===== config.mk =====
export PLATFORM = sky130hd
export DESIGN_NAME = pad_share_arbiter
export DESIGN_NICKNAME = d
export VERILOG_FILES = /design/src/rtl/pad_share_arbiter.sv
export SDC_FILE = /design/constraint.sdc
export NUM_CORES = 1
export LEC_CHECK = 0
export BUFFER_PORTS_ARGS = -buffer_cell sky130_fd_sc_hd__clkbuf_2
export CORE_MARGIN = 2
export CORE_UTILIZATION = 46
export DETAILED_ROUTE_END_ITERATION = 8
export GPL_ROUTABILITY_DRIVEN = 0
export PLACE_DENSITY = 0.82
export SYNTH_ARGS = -nofsm -noshare
export SYNTH_HDL_FRONTEND = slang
export SYNTH_SLANG_ARGS = --single-unit

===== constraint.sdc =====
create_clock -name clk_i -period 4.75 [get_ports clk_i]
set_clock_uncertainty 0.1 [all_clocks]
set_input_delay 1.1875 -clock clk_i [delete_from_list [all_inputs] [get_ports clk_i]]
set_output_delay 1.1875 -clock clk_i [all_outputs]
set_load 0.02 [all_outputs]

===== src/rtl/pad_share_arbiter.sv =====
// pad_share_arbiter
//   Shares one bidirectional pad cell among NREQ requesters. Ownership is granted
//   round-robin; every change of owner passes through an OE-low turnaround gap of
//   TURN_CYCLES cycles, so the pad is never driven while it changes hands.
//
// Ports
//   clk_i            clock
//   rst_i            synchronous reset, active-high
//   req_i            per-requester pad request (level)
//   oe_req_i         per-requester output enable request (owner only)
//   out_i            per-requester output data (owner only)
//   attr_i           per-requester pad attributes, req k = [k*PADATTR +: PADATTR]
//   gnt_o            one-hot grant, zero when the pad has no owner
//   in_o             pad input broadcast to all requesters (= pad_out_i)
//   pad_in_o         to pad cell pad_in_i
//   pad_oe_o         to pad cell pad_oe_i
//   pad_attributes_o to pad cell pad_attributes_i (registered)
//   pad_out_i        from pad cell pad_out_o
//
// Configuration
//   PAD_SHARE_PREEMPT_EN  when defined, an owner that has held the pad for HOLD_MAX
//                         grant cycles is revoked as soon as another requester waits.
module pad_share_arbiter #(
  parameter int unsigned           NREQ        = 4,
  parameter int unsigned           PADATTR     = 16,
  parameter int unsigned           TURN_CYCLES = 2,
  parameter int unsigned           HOLD_MAX    = 16,
  parameter logic [PADATTR-1:0]    RESET_ATTR  = '0
) (
  input  logic                      clk_i,
  input  logic                      rst_i,
  input  logic [NREQ-1:0]           req_i,
  input  logic [NREQ-1:0]           oe_req_i,
  input  logic [NREQ-1:0]           out_i,
  input  logic [NREQ*PADATTR-1:0]   attr_i,
  output logic [NREQ-1:0]           gnt_o,
  output logic                      in_o,
  output logic                      pad_in_o,
  output logic                      pad_oe_o,
  output logic [PADATTR-1:0]        pad_attributes_o,
  input  logic                      pad_out_i
);

  localparam int unsigned IdxW  = (NREQ > 1) ? $clog2(NREQ) : 1;
  localparam int unsigned HoldW = $clog2(HOLD_MAX + 1);
  localparam int unsigned TurnW = 4;

  typedef enum logic [1:0] {StIdle, StGrant, StTurn} state_e;

  state_e             state_q, state_d;
  logic [IdxW-1:0]    owner_q, owner_d;
  logic [IdxW-1:0]    rr_q, rr_d;
  logic [HoldW-1:0]   hold_q, hold_d;
  logic [TurnW-1:0]   turn_q, turn_d;
  logic [PADATTR-1:0] attr_q, attr_d;

  logic               pick_valid;
  logic [IdxW-1:0]    pick_idx;
  logic [NREQ-1:0]    owner_onehot;
  logic               leave;
  logic               arb_go;

  // Index of requester (base + off) mod NREQ.
  function automatic logic [IdxW-1:0] rot_idx(input logic [IdxW-1:0] base,
                                              input int unsigned off);
    int unsigned s;
    s = (32'(base) + off) % NREQ;
    return IdxW'(s);
  endfunction

  function automatic logic [PADATTR-1:0] attr_of(input logic [IdxW-1:0] idx,
                                                 input logic [NREQ*PADATTR-1:0] attrs);
    logic [PADATTR-1:0] r;
    r = RESET_ATTR;
    for (int k = 0; k < NREQ; k++) begin
      if (idx == IdxW'(k)) r = attrs[k*PADATTR +: PADATTR];
    end
    return r;
  endfunction

  // Round-robin pick: first requester at or after rr_q. Scanning offsets from the
  // far end down lets the smallest offset overwrite the others.
  always_comb begin
    pick_valid = 1'b0;
    pick_idx   = '0;
    for (int i = NREQ - 1; i >= 0; i--) begin
      if (req_i[rot_idx(rr_q, i)]) begin
        pick_valid = 1'b1;
        pick_idx   = rot_idx(rr_q, i);
      end
    end
  end

  always_comb begin
    owner_onehot = '0;
    owner_onehot[owner_q] = 1'b1;
  end

  // State register.
  always_ff @(posedge clk_i) begin
    if (rst_i) begin
      state_q <= StIdle;
      owner_q <= '0;
      rr_q    <= '0;
      hold_q  <= '0;
      turn_q  <= '0;
      attr_q  <= RESET_ATTR;
    end else begin
      state_q <= state_d;
      owner_q <= owner_d;
      rr_q    <= rr_d;
      hold_q  <= hold_d;
      turn_q  <= turn_d;
      attr_q  <= attr_d;
    end
  end

  // Next-state logic.
  always_comb begin
    state_d = state_q;
    owner_d = owner_q;
    rr_d    = rr_q;
    hold_d  = hold_q;
    turn_d  = turn_q;
    leave   = 1'b0;
    arb_go  = 1'b0;

    unique case (state_q)
      StIdle: arb_go = 1'b1;

      StGrant: begin
        leave = ~req_i[owner_q];
`ifdef PAD_SHARE_PREEMPT_EN
        // Only revoke when someone else is actually waiting for the pad.
        if ((hold_q == HoldW'(HOLD_MAX)) && |(req_i & ~owner_onehot)) leave = 1'b1;
`endif
        if (leave) begin
          rr_d   = (owner_q == IdxW'(NREQ - 1)) ? '0 : owner_q + 1'b1;
          hold_d = '0;
          if (TURN_CYCLES == 0) begin
            // No turnaround: a single idle cycle still separates two owners.
            state_d = StIdle;
          end else begin
            state_d = StTurn;
            turn_d  = TurnW'(1);
          end
        end else if (hold_q < HoldW'(HOLD_MAX)) begin
          hold_d = hold_q + 1'b1;
        end
      end

      StTurn: begin
        // Arbitration happens in the last turnaround cycle, so the gap is exact.
        if (turn_q >= TurnW'(TURN_CYCLES)) arb_go = 1'b1;
        else                               turn_d = turn_q + 1'b1;
      end

      default: state_d = StIdle;
    endcase

    if (arb_go) begin
      turn_d = '0;
      if (pick_valid) begin
        state_d = StGrant;
        owner_d = pick_idx;
        hold_d  = HoldW'(1);
      end else begin
        state_d = StIdle;
      end
    end

    attr_d = (state_d == StGrant) ? attr_of(owner_d, attr_i) : RESET_ATTR;
  end

`ifndef PAD_SHARE_PREEMPT_EN
  // Hold count is only consumed by preemption.
  logic unused_hold;
  assign unused_hold = ^hold_q;
`endif

  // Outputs.
  always_comb begin
    gnt_o    = '0;
    pad_oe_o = 1'b0;
    pad_in_o = 1'b0;
    if (state_q == StGrant) begin
      gnt_o[owner_q] = 1'b1;
      pad_oe_o       = oe_req_i[owner_q];
      pad_in_o       = out_i[owner_q] & oe_req_i[owner_q];
    end
    pad_attributes_o = attr_q;
    in_o             = pad_out_i;
  end

endmodule


# Yosys cells after proc, flatten, opt, wreduce, memory -nomap -nowiden
# Cells that the tools add are included.
# op_classes
magnitude_cmp	7
add_sub_neg	5
mux	43
n_eq_ne	9
reduce_logical	9
n_bitwise	3
# ops
op	count
2-to-1 mux 16 bit	4
2-to-1 mux 2 bit	9
2-to-1 mux 1 bit	16
less-than comparator 2 x 3 -> 1 bit, second input constant	5
binary-select mux 1 bit (select 2 bit)	7
2-to-1 mux 4 bit	3
equality test 2 bit, second input constant	4
one-hot mux 4 bit (2 select lines)	1
equality test 2 x 1 -> 1 bit, second input constant	3
OR reduction 2 bit	3
adder 2 x 1 -> 2 bit, second input constant	2
adder 2 bit, second input constant	2
adder 4 x 1 -> 4 bit, second input constant	1
>= comparator 4 x 2 -> 1 bit, second input constant	1
logical NOT 2 bit	2
inequality test 2 bit, second input constant	2
one-hot mux 2 bit (2 select lines)	1
AND reduction 3 bit	1
demux 1 bit (select 2 bit)	1
>= comparator 2 x 1 -> 1 bit, second input constant	1
inverter 1 bit	2
one-hot mux 1 bit (2 select lines)	1
AND reduction 2 bit	1
nonzero test 2 bit	1
other kinds (2)	2
# totals
ff_bits	26
input_bits	79

# Logic depth before layout (Yosys ltp)
# logic_depth
word_depth	14
ltp_mapped	10
ltp_nobuf	8

# Worst setup path after synthesis
# Ideal clock, no wire load.
# synth_path
path_kind	in2out
start	input port out_i[3]
end	output port pad_in_o
arrival_time_ns	1.875
n_path_buf	0
path_stages	2
slack_ns	1.588
path_cell_list	mux4_2 -> and3_1
# synth_between
elab_chain_len	4
# synth_rtl
item	line_no	text
from (decl)	34	input logic [NREQ-1:0] out_i,
binary-select mux 1 bit (select 2 bit)	189	pad_in_o = out_i[owner_q] & oe_req_i[owner_q];
2-to-1 mux 1 bit (implied by the code)	189	
AND 1 bit	189	
2-to-1 mux 1 bit	186	if (state_q == StGrant) begin
to (decl)	38	output logic pad_in_o,
# No other way between the ends. The select of a mux whose other input is x is not followed.

# Worst setup path in the final report
# Ends and elaborated chain as after synthesis.

==> flow_metrics.env <==
export IMPL_path_common_cell="clkbuf_2"
export IMPL_multi_input_area_sq_um=1020
export IMPL_num_vias=1605
export IMPL_ir_drop_v=0.000187
export IMPL_die_h_microns=63.4
export IMPL_drtPass1Iterations=4
export IMPL_power_share_combinational_pct=42.3
export IMPL_cts_buffers=3
export IMPL_grt_max_degree=18
export IMPL_ys_flop_type="dfxtp_1"
export IMPL_ant_nets=0
export IMPL_mostFrequentLayoutCells="clkbuf_2 (99), dfxtp_1 (26), mux2i_1 (17), o22ai_1 (16), nor2_1 (12)"
export IMPL_synth_edf_count=0
export IMPL_max_stage_delay_ns=0.44
export IMPL_p_int_w=0.000462
export IMPL_r2r_cells=8
export IMPL_track_usage_pct=20.5
export IMPL_htreeDepth=1
export IMPL_arrival_ns=2.04
export IMPL_dieWidth_microns=63.4
export IMPL_min_period_ns=3.33
export IMPL_syn_area_sq_um=1620
export IMPL_power_density_nw_per_um2=331
export IMPL_mostFrequentLayoutCell="clkbuf_2"
export IMPL_placed_cell_area_sq_um=2140
export IMPL_finish_instance_area_sq_um=2190
export IMPL_clkPwrFrac_pct=21.1
export IMPL_cts_resized=0
export IMPL_r2r_start="state_q[0]$_SDFF_PP0_"
export IMPL_drv_cap=0
export IMPL_crit_path_start_kind="input pin"
export IMPL_rows=21
export IMPL_crit_path_top_delay_cell="mux4_2"
export IMPL_start_util_pct=48.2
export IMPL_slew_violations=0
export IMPL_syn_num_nets=253
export IMPL_worstPathRequired_ns=3.46
export IMPL_clkSinkCount=26
export IMPL_final_hold_viol_count=0
export IMPL_grt_ovfl_total=0
export IMPL_first_global_vias=1542
export IMPL_dieArea_sq_um=4020
export IMPL_vias_per_cell=5.23
export IMPL_power_switching_w=0.000264
export IMPL_path_buf_inv=2
export IMPL_path_max_fanout=1
export IMPL_drt_iter0_drc=91
export IMPL_drc=0
export IMPL_wl_per_cell_microns=13.1
export IMPL_io_buffers=99
export IMPL_hpwl_microns=3290
export IMPL_rsz0062_at_grt="false"
export IMPL_ios=102
export IMPL_cts_tree="built"
export IMPL_setup_viol=0
export IMPL_clockBufferDepth=2
export IMPL_power_frac_seq_pct=36.7
export IMPL_maxSlewHeadroom_pct=49.1
export IMPL_worst_setup_path_type="in -> out"
export IMPL_hold_start="rr_q[0]$_SDFFE_PP0P_"
export IMPL_seq_area_sq_um=520
export IMPL_synth_area_per_cell_sq_um=9.89
export IMPL_drive_gt1_share_pct=49.4
export IMPL_status="completed"
export IMPL_cts_hold_buf=0
export IMPL_async_reset_ff_share_pct=0
export IMPL_clkTransAtPathRegs_ns=0.15
export IMPL_setup_tns_ns=0
export IMPL_clk_latency_ns=0.32
export IMPL_antenna_found_initial=0
export IMPL_r2r_end="pad_attributes_o[3]$_SDFF_PP0_"
export IMPL_r2r_slack_ns=2.08
export IMPL_syn_inst=164
export IMPL_switching_share_pct=36.3
export IMPL_ys_ff_latch=26
export IMPL_synthToLayoutAreaGrowth_pct=35.2
export IMPL_min_period_over_period_pct=70.0
export IMPL_worst_pin_slew_ns=0.763
export IMPL_whs_endpoint="rr_q[0]$_SDFFE_PP0P_"
export IMPL_cpLargestDelayFamily="multiplexers"
export IMPL_p_leak_nw=1.04
export IMPL_end_kind="output port"
export IMPL_path_cells="clkbuf_2 > mux4_2 > and3_1 > clkbuf_2"
export IMPL_grt_pass1_wl_microns=6680
export IMPL_placed_cells=303
export IMPL_instances_no_fill=307
export IMPL_max_clock_freq_mhz=301
export IMPL_ys_types=38
export IMPL_final_nets=351
export IMPL_hp_class="reg -> reg"
export IMPL_yosysSeqAreaShare_pct=32.1
export IMPL_insertedDiodeCount=0
export IMPL_cts_root_buf="clkbuf_4"
export IMPL_postRouteWirelength_microns=4020
export IMPL_core_area_sq_um=3360
export IMPL_hold_depth=2
export IMPL_fillers=311
export IMPL_postCtsSetupRepairBufs=0
export IMPL_yosys_warnings=0
-- area by class of cell --
| class | instances | area share (%) |
|---|---|---|
| repair buffers | 101 | 23.3 |
| multi-input cells | 122 | 46.6 |
| inverters | 8 | 1.37 |
| clock inverters | 1 | 1.37 |
| well taps | 46 | 2.63 |
| flip-flops and latches | 26 | 23.7 |
| clock buffers | 3 | 1.03 |
-- flip-flops by register name (all words and copies together) (netlist names) --
name,flops
owner_q,2
pad_attributes_o,16
rr_q,2
state_q,2
turn_q,4
-- cell usage after synthesis (5+ instances only) --
cell | count | share of area (%)
a211oi_1 | 6 | 2.8
a211oi_2 | 10 | 7.7
a21oi_1 | 7 | 2.2
and2_1 | 6 | 2.3
dfxtp_1 | 26 | 32
ha_1 | 10 | 7.7
inv_1 | 8 | 1.9
mux2i_1 | 17 | 10
nand2_1 | 5 | 1.2
nor2_1 | 12 | 2.8
o21ai_0 | 5 | 1.5
o22ai_1 | 16 | 6.2
-- worst register-to-register path, cell delays in order (launching register included) --
cell,delay (ns)
dfxtp_1,0.35
inv_1,0.12
ha_1,0.31
nor2_1,0.08
a221o_2,0.33
and2_1,0.20
a22oi_2,0.63
o22ai_1,0.20
a211oi_1,0.27
-- cells by family (layout without fill, tap and decap cells) --
kind of cell / after synthesis / in the layout / share of synthesized area (%)
flops: 26 / 26 / 32.1
buf+inv: 16 / 113 / 5.17
simple gates: 38 / 38 / 12.7
mux: 20 / 20 / 14.9
fa+ha+maj: 10 / 10 / 7.72
compound gates: 54 / 54 / 27.4
-- routing by layer --
metal	track usage, %	vias up	part of all wire [%]
met1	23.9	722	41
met2	37.0	67	51
met4	7.88	0	1.0
met5	0	-	0
li1	-	812	-
met3	3.75	4	7.3
-- worst max path at each step --
stage	start	end	slack [ns]	depth (start not counted)
finish	out_i[3]	pad_in_o	1.42	4
global route	oe_req_i[3]	pad_in_o	1.39	4
CTS	oe_req_i[3]	pad_in_o	1.42	4
detailed placement	req_i[0]	pad_attributes_o[3]$_SDFF_PP0_	1.41	7
global placement	oe_req_i[3]	pad_in_o	1.42	4
floorplan	out_i[3]	pad_in_o	1.59	2
-- metrics by stage --
step	hold slack, ns	total power (W)	util [%]	worst slack, ns
after floorplan	0.352	0.000489	-	1.59
after global placement	0.390	0.000577	63.6	1.42
after detailed placement	0.415	0.000583	63.6	1.41
after CTS	0.433	0.000733	65.2	1.42
after global routing	0.458	0.000775	65.2	1.39
final	0.434	0.000726	65.2	1.42
-- power groups by stage --
stage	Clock, W	Sequential [W]	Combinational (W)
5_1_grt	0.000167	0.000270	0.000338
2_1_floorplan	0	0.000301	0.000188
3_5_place_dp	0	0.000272	0.000311
6_report	0.000153	0.000266	0.000307
3_3_place_gp	0	0.000271	0.000306
4_1_cts	0.000154	0.000267	0.000312
(Power assumes the default switching activity.)
